[config.mk]
export PLATFORM = sky130hd
export DESIGN_NAME = fetch_stage
export DESIGN_NICKNAME = d
export VERILOG_FILES = /design/src/rtl/fetch_stage.sv
export SDC_FILE = /design/constraint.sdc
export NUM_CORES = 1
export LEC_CHECK = 0
export ABC_AREA = 1
export CAP_MARGIN = 20
export CORE_ASPECT_RATIO = 1.2
export CORE_MARGIN = 2
export CORE_UTILIZATION = 35
export DETAILED_ROUTE_END_ITERATION = 7
export PLACE_DENSITY = 0.68
export SYNTH_ARGS = -nofsm -noshare
export SYNTH_HDL_FRONTEND = slang
export SYNTH_SLANG_ARGS = --single-unit
export TNS_END_PERCENT = 1
[constraint.sdc]
create_clock -name clk -period 2.3 [get_ports clk]
set_input_delay 0.46 -clock clk [delete_from_list [all_inputs] [get_ports clk]]
set_output_delay 0.46 -clock clk [all_outputs]
set_load 0.03 [all_outputs]
[src/rtl/fetch_stage.sv]
// F stage: PC register, instruction-memory handshake with one-word skid buffer,
// and the IF/ID register; a branch target is held across a late delay slot.
module fetch_stage #(
  parameter logic [31:0] RESET_PC = 32'h0000_3000
) (
  input  logic        clk,
  input  logic        reset,
  input  logic [31:0] npc_i,
  input  logic        stall_i,
  output logic [31:0] pc_f_o,
  output logic        im_req_o,
  output logic [31:0] im_addr_o,
  input  logic        im_ack_i,
  input  logic [31:0] im_rdata_i,
  output logic [31:0] d_instr_o,
  output logic [31:0] d_pc_o,
  output logic [31:0] d_pc8_o,
  output logic        d_valid_o
);

  typedef enum logic {
    FETCH = 1'b0,
    BUF   = 1'b1
  } state_t;

  state_t      state_q, state_d;
  logic [31:0] pc_q, pc_d;
  logic [31:0] buf_q, buf_d;
  logic [31:0] redir_q, redir_d;
  logic        redir_v_q, redir_v_d;
  logic [31:0] d_instr_q, d_instr_d;
  logic [31:0] d_pc_q, d_pc_d;
  logic        d_valid_q, d_valid_d;

  logic        avail;
  logic        xfer;
  logic [31:0] word;

  assign avail = ((state_q == FETCH) & im_ack_i) | (state_q == BUF);
  assign xfer  = avail & ~stall_i;
  assign word  = (state_q == BUF) ? buf_q : im_rdata_i;

  assign pc_f_o    = pc_q;
  assign im_req_o  = (state_q == FETCH) & ~reset;
  assign im_addr_o = pc_q;
  assign d_instr_o = d_instr_q;
  assign d_pc_o    = d_pc_q;
  assign d_pc8_o   = d_pc_q + 32'd8;
  assign d_valid_o = d_valid_q;

  // Next-state: transfer, capture into skid buffer, or insert a bubble.
  always_comb begin
    state_d   = state_q;
    pc_d      = pc_q;
    buf_d     = buf_q;
    redir_d   = redir_q;
    redir_v_d = redir_v_q;
    d_instr_d = d_instr_q;
    d_pc_d    = d_pc_q;
    d_valid_d = d_valid_q;
    if (xfer) begin
      d_instr_d = word;
      d_pc_d    = pc_q;
      d_valid_d = 1'b1;
      pc_d      = redir_v_q ? redir_q : npc_i;
      redir_v_d = 1'b0;
      state_d   = FETCH;
    end else if (avail) begin
      if (state_q == FETCH) begin
        buf_d   = im_rdata_i;
        state_d = BUF;
      end
    end else if (!stall_i) begin
      d_instr_d = 32'd0;
      d_valid_d = 1'b0;
      if (d_valid_q) begin
        redir_d   = npc_i;
        redir_v_d = 1'b1;
      end
    end
  end

  // State register with synchronous reset.
  always_ff @(posedge clk) begin
    if (reset) begin
      state_q   <= FETCH;
      pc_q      <= RESET_PC;
      buf_q     <= 32'd0;
      redir_q   <= 32'd0;
      redir_v_q <= 1'b0;
      d_instr_q <= 32'd0;
      d_pc_q    <= RESET_PC;
      d_valid_q <= 1'b0;
    end else begin
      state_q   <= state_d;
      pc_q      <= pc_d;
      buf_q     <= buf_d;
      redir_q   <= redir_d;
      redir_v_q <= redir_v_d;
      d_instr_q <= d_instr_d;
      d_pc_q    <= d_pc_d;
      d_valid_q <= d_valid_d;
    end
  end

endmodule

-- After elaboration in Yosys (flattened, before gate mapping)
Index checks and enable logic that the tools add are counted.
- reductions and logical operators: 5
- mux-type cells: 8
- bitwise operators: 9
- equal/unequal tests: 2
- $add $sub $neg: 1
- operator list (cell ; number):
    $mux 32 ; 5
    $add 32x4->32 const B ; 1
    $not 1->1 ; 5
    $ne 2x1->1 const B ; 2
    $reduce_and 2->1 ; 2
    $reduce_and 4->1 ; 1
    $and 1x1->1 ; 3
    $mux 1 ; 3
    $reduce_and 3->1 ; 1
    $reduce_or 2->1 ; 1
    $or 1x1->1 ; 1
- bits in registers: 163
- output and inout bits: 162
- logic and storage cells: 33
- bits of input ports: 68

-- Logic depth before layout (Yosys ltp)
Gate-level depths: netlist of the first run.
- depth after elaboration: 6
- mapped depth: 8
- depth with buffers taken out: 8

-- Least setup slack after synthesis of the first run
Ideal clock, no wire load.
- kind: register to output
- from: register d_pc_q[4] (netlist: d_pc_o[4])
- to: output port d_pc8_o[15]
- slack: 46 ps
- data arrival time: 1794 ps
- data required time: 1840 ps
- cell stages (with the launch flop): 7
- path buffers: 0
- cell sequence: dfxtp_1 > ha_1 > nand2_1 > nor2_4 > nand2_2 > nor2_2 > xor2_1
- longest elaborated chain between the ends: 1
- RTL lines (item ; line ; text):
    start: declaration ; 32 ; logic [31:0] d_pc_q, d_pc_d;
    start signal: assignment ; 101 ; d_pc_q <= d_pc_d;
    $add 32x4->32 ; 48 ; assign d_pc8_o = d_pc_q + 32'd8;
    end: declaration ; 17 ; output logic [31:0] d_pc8_o,
No other way between the ends.

-- Final worst setup path of the first run
- from: register d_pc_q[4] (netlist: d_pc_o[4])
- to: output port d_pc8_o[13]
The elaborated chain is that of the path after synthesis.

==> flow_summary.json, run 1 <==
{
  "max_cap_violations": 0,
  "dp_hpwl_um": 15190,
  "cts_root_buf": "clkbuf_16",
  "hold_class": "flip-flop to flip-flop",
  "fin_crit_sh": 1.026,
  "grt_overflow": 0,
  "postSynthAreaPerCell_um2": 7.097,
  "synth_nets": 1113,
  "hold_viol": 0,
  "syn_inst": 1044,
  "syn_area_um2": 7410,
  "die_x_um": 136.8,
  "worst_ep_required_time_ns": 1.84,
  "cp_top_family": "simple AND/OR/NAND/NOR gates",
  "whs_path_depth": 2,
  "r2r_setup_slack_ns": 0.68,
  "drc": 0,
  "leakage_nw": 4.268,
  "critPathArrivalTime_ns": 1.90,
  "fin_ws_ns": -0.06017,
  "die_area_um2": 22350,
  "post_drt_wl_per_cell_um": 14.31,
  "start_util": 0.3545,
  "grt_setup_unrepaired": "true",
  "final_cell_mix": "nand2_1, clkdlybuf4s50_1, dfxtp_1",
  "portBuffers": 229,
  "cts_tree": "done",
  "r2r_cells": 5,
  "critPathMaxStageDelay_ns": 0.39,
  "cts_sinks": 163,
  "cp-start-kind": "flip-flop",
  "crit_chain": "ha_4 > nand2_4 > nor2_4 > nand2_4 > nor2_4 > xor2_2 > buf_12",
  "criticalPathCategory": "flip-flop to output port",
  "worstReg2RegStart": "state_q",
  "path_buf_inv": 1,
  "areaGrowthSynthToFinish_pct": 41.25,
  "clock.fmax_mhz": 423.7,
  "insertedDiodeCount": 0,
  "ys_types": 32,
  "fp.dieH_um": 163.4,
  "hold_buffers": 0,
  "power_density_nw_per_um2": 718.5,
  "cpMaxStageDelayCell": "dfxtp_4",
  "antenna_found_initial": 1,
  "drive_above_1_share": 0.1178,
  "violations": "setup timing",
  "vias_per_cell": 4.749,
  "grt_first_pass_wirelength_um": 33730,
  "final_core_util": 0.5008,
  "clk_pin_slew_ns": 0.07,
  "grt_pass1_vias": 6659,
  "drtIter0Drc": 490,
  "rows": 58,
  "routed_wl_um": 21590,
  "worst_pin_slew_ns": 0.6119,
  "fin_crit_ns": 2.360,
  "firstDrtPassIters": 5,
  "gp_congestion": 0.9486,
  "skew_ns": 0.01107,
  "clockBufferDepth": 2,
  "outcome": "finished, violations left",
  "hold_path_startpoint": "buf_q[11]",
  "min_to": "buf_q[11]",
  "ir_drop_mv": 0.4601,
  "grt_max_degree": 97,
  "grt.total_usage": 0.1909,
  "synth_seq_cells": 163,
  "vias": 7166,
  "detail-route-antenna-nets": 0,
  "ys_seq_area_frac": 0.4404,
  "whs_ns": 0.4461,
  "core_area_um2": 20900,
  "reg2reg_to": "buf_q[3]",
  "relSlewSlack": 0.5915,
  "cts_htree_levels": 4,
  "nNetsFinal": 1295,
  "io_pins": 230,
  "clk_latency_ns": 0.43,
  "setup_viol": 4,
  "synth_warnings": 0,
  "crit_path_end_kind": "output port",
  "worstPathMaxFanout": 5,
  "finalMaxSlewViolations": 0,
  "final_common_cell": "nand2_1",
  "cts_buffers": 17
}
how the worst max path moves through the flow:
| stage | slack [ns] | start | end | depth (start not counted) |
|---|---|---|---|---|
| global placement | 0.08 | d_pc_o[11] | d_pc8_o[26] | 7 |
| CTS | -0.15 | d_pc_o[4] | d_pc8_o[21] | 9 |
| detailed placement | 0.04 | d_pc_o[11] | d_pc8_o[26] | 7 |
| finish | -0.06 | d_pc_o[4] | d_pc8_o[13] | 7 |
| floorplan | 0.05 | d_pc_o[4] | d_pc8_o[15] | 6 |
| global route | -0.13 | d_pc_o[4] | d_pc8_o[29] | 9 |
power by group:
| part | internal, W | switching, W |
|---|---|---|
| sequential | 0.00300 | 0.000141 |
| combinational | 0.000611 | 0.000873 |
| clock | 0.00164 | 0.00126 |
| total | 0.00525 | 0.00227 |
routing by layer:
layer  part of all wire  up-vias  track usage
li1                   -     3681            -
met1               0.43     3232       0.2400
met2               0.47      217       0.3157
met3              0.069       34      0.04655
met4              0.024        2      0.07123
met5            0.00051        -            0
cells in the mapped netlist, drive strengths merged:
cell type | number | area [µm²]
a211oi | 1 | 7.510
nor2 | 146 | 613.1
o211a | 1 | 10.01
clkbuf | 25 | 95.09
nand3 | 13 | 65.06
nand2 | 219 | 837.1
xnor2 | 3 | 26.28
ha | 1 | 12.51
buf | 74 | 519.2
xor2 | 12 | 105.1
and2 | 3 | 18.77
o211ai | 2 | 15.01
nand3b | 5 | 37.54
inv | 86 | 325.3
a21oi | 105 | 533.0
o21ai | 184 | 920.9
dfxtp | 163 | 3263
nor3 | 1 | 5.000
cell families (layout without fill, tap and decap cells):
kind of cell	after synthesis	after routing	synth area share
DFF	163	163	0.4404
buffers and inverters	185	380	0.1268
AOI/OAI and AO/OA	293	293	0.2006
and+or+nand+nor	387	387	0.2128
adders and majority gates	1	1	0.001688
xor gates and xnor gates	15	15	0.01773
cell type report:
| type | count | area [µm²] |
|---|---|---|
| clock buffers | 18 | 429.2 |
| clock inverters | 14 | 168.9 |
| fillers | 2069 | 10430 |
| inverters | 86 | 326.6 |
| multi-input cells | 696 | 3311 |
| flip-flops and latches | 163 | 3289 |
| well taps | 270 | 337.8 |
| repair buffers | 262 | 2604 |
sequential cells by signal, indices dropped and copies added, names as in the netlist:
signal	count
buf_q	32
d_instr_o	32
d_pc_o	32
im_addr_o	32
redir_q	32
d_valid_o	1
redir_v_q	1
state_q	1
through the flow:
step	setup TNS [ns]	worst slack, ns	total power, W	cells	cell area [µm²]
detailed placement	0	0.03796	0.004681	1476	9728
CTS	-0.8142	-0.1470	0.007577	1508	10360
floorplan	0	0.04634	0.004071	1044	7410
global placement	0	0.07672	0.004668	1476	9728
finish	-0.1686	-0.06017	0.007520	1509	10470
global route	-0.9218	-0.1302	0.007836	1509	10470
worst reg2reg max path: stages, from the launching register on:
cell	delay (ns)
dfxtp_1	0.35
inv_2	0.47
buf_4	0.32
o21ai_0	0.14
o21ai_0	0.17
a21oi_1	0.05
timing repair:
item                       CTS  global route
buffers inserted             0             1
setup endpoints to repair   26            24
hold endpoints to repair     0             0
gates resized for setup     25            42
cloned                       0             0
pin swaps                    1             9
Note: power is estimated with default switching activity, not from simulation.
==> run 2: changes to the inputs <==
Settings changed: ABC_CLOCK_PERIOD_IN_PS from default to 2300, DONT_BUFFER_PORTS from default to 1, PLACE_DENSITY 0.68 to 0.54.
==> run 2 against run 1 <==
The run now ends clean. Sequential power grew 7.6%. Clock skew grew 0.0019 ns. Count of clock-buffer cells in the layout is the same. Power shrank 6.6%. Combinational power shrank 45%. Worst setup slack gained 0.10 ns. Clock power shrank 3%. Register-to-register slack gained 0.05 ns.
==> flow_summary.json, run 2 (synthesis results as in run 1) <==
{
  "grt_first_pass_wirelength_um": 31860,
  "post_drt_wl_per_cell_um": 15.71,
  "cts_sinks": 163,
  "clk_latency_ns": 0.42,
  "hold_buffers": 0,
  "worstPathMaxFanout": 3,
  "ir_drop_mv": 0.5058,
  "power_density_nw_per_um2": 833.0,
  "antenna_found_initial": 0,
  "wl_met3_um": 1976,
  "cp_top_family": "simple AND/OR/NAND/NOR gates",
  "cpMaxStageDelayCell": "dfxtp_1",
  "dp_cells": 1273,
  "portBuffers": 0,
  "cts_htree_levels": 4,
  "critPathMaxStageDelay_ns": 0.40,
  "fin_crit_ns": 2.259,
  "final_cells": 1310,
  "grt_pass1_vias": 5920,
  "io_pins": 230,
  "drtIter0Drc": 305,
  "start_util": 0.3545,
  "nNetsFinal": 1096,
  "relSlewSlack": 0.4648,
  "wl_met2_um": 9451,
  "grt_setup_unrepaired": "true",
  "criticalPathCategory": "flip-flop to output port",
  "gp_congestion": 0.9448,
  "vias_per_cell": 4.873,
  "crit_path_frequent_cell": "nand2_1",
  "cts_tree": "done",
  "core_area_um2": 20900,
  "crit_path_end_kind": "output port",
  "vias": 6383,
  "num-fill-cells": 2190,
  "path_buf_inv": 1,
  "cts_buffers": 17,
  "worst_pin_slew_ns": 0.8017,
  "fp.dieH_um": 163.4,
  "cts_root_buf": "clkbuf_16",
  "clockBufferDepth": 2,
  "firstDrtPassIters": 6,
  "final_common_cell": "nand2_1",
  "grt_max_degree": 90,
  "max_cap_violations": 0,
  "route.layer.met1.wl_um": 8690,
  "detail-route-antenna-nets": 0,
  "hold_viol": 0,
  "finalMaxSlewViolations": 0,
  "worst_ep_required_time_ns": 1.84,
  "skew_ns": 0.01300,
  "fin_crit_sh": 0.9822,
  "hold_class": "input pin to flip-flop",
  "area.sequential_um2": 3281,
  "setup_viol": 0,
  "rows": 58,
  "die_area_um2": 22350,
  "highest_layer": "met4",
  "grt_overflow": 0,
  "grt.total_usage": 0.1825,
  "critPathArrivalTime_ns": 1.80,
  "insertedDiodeCount": 0,
  "areaGrowthSynthToFinish_pct": 13.85,
  "final_cell_mix": "nand2_1, dfxtp_1, nor2_1",
  "routed_wl_um": 20580,
  "outcome": "finished clean",
  "multi_input_area_um2": 3314,
  "crit_chain": "nand2_1 > nor2_2 > nand2_1 > nor2_4 > nand2_1 > nand2_1 > nand2_1 > buf_12",
  "whs_ns": 0.09905,
  "cp-start-kind": "flip-flop",
  "leakage_nw": 3.499,
  "clk_pin_slew_ns": 0.08,
  "dp_hpwl_um": 14060,
  "die_x_um": 136.8,
  "drive_above_1_share": 0.1433,
  "drc": 0,
  "clock.fmax_mhz": 442.7
}
run 2: cell types whose count changed in the layout (fill, tap and decap cells not counted), sizes merged:
cell and delta:
inv +2, clkdlybuf4s15 -4, clkinvlp +1, bufinv -1
clkdlybuf4s50 -201, clkinv -2, buf +8, dlygate4sd2 -2
run 2: what timing repair did:
item / CTS / global route
gates resized for setup: 18 / 26
endpoints found under the setup margin: 14 / 20
buffers inserted: 3 / 2
pin swaps: 3 / 9
run 2: where the power goes:
group | internal (W) | total [W] | switching (W)
Clock | 0.00154 | 0.00282 | 0.00129
Sequential | 0.00299 | 0.00338 | 0.000391
Combinational | 0.000276 | 0.000820 | 0.000544
run 2: worst paths after layout:
| kind | startpoint | endpoint | slack (ns) | cells past startpoint |
|---|---|---|---|---|
| min reg2reg | buf_q[0] | buf_q[0] | 0.45 | 2 |
| max | d_pc_o[15] | d_pc8_o[25] | 0.04 | 8 |
| min | reset | d_instr_o[16] | 0.1 | 1 |
| max reg2reg | state_q | buf_q[30] | 0.73 | 5 |
run 2: cell type report:
type                            instances  area share
Multi-Input combinational cell        696      0.3929
Sequential cell                       163      0.3889
Timing Repair Buffer                   63     0.07134
Clock buffer                           18     0.05088
Tap cell                              270     0.04005
Inverter                               86     0.03871
Clock inverter                         14     0.01721
run 2: stage by stage:
stage	TNS, ns	power, W	setup WS, ns	instance area [µm²]	utilization
CTS	-0.04523	0.007111	-0.03252	8348	0.3994
global placement	0	0.004248	0.3514	7696	0.3682
floorplan	0	0.004071	0.04634	7410	-
global route	-0.3105	0.007363	-0.06118	8436	0.4036
finish	0	0.007027	0.04098	8436	0.4036
detailed placement	0	0.004257	0.3261	7696	0.3682
run 2: per-layer routing:
| layer | vias to the layer above | global-route usage |
|---|---|---|
| li1 | 3277 | - |
| met4 | 0 | 0.06232 |
| met1 | 2872 | 0.2151 |
| met2 | 207 | 0.2945 |
| met5 | - | 0 |
| met3 | 27 | 0.08101 |
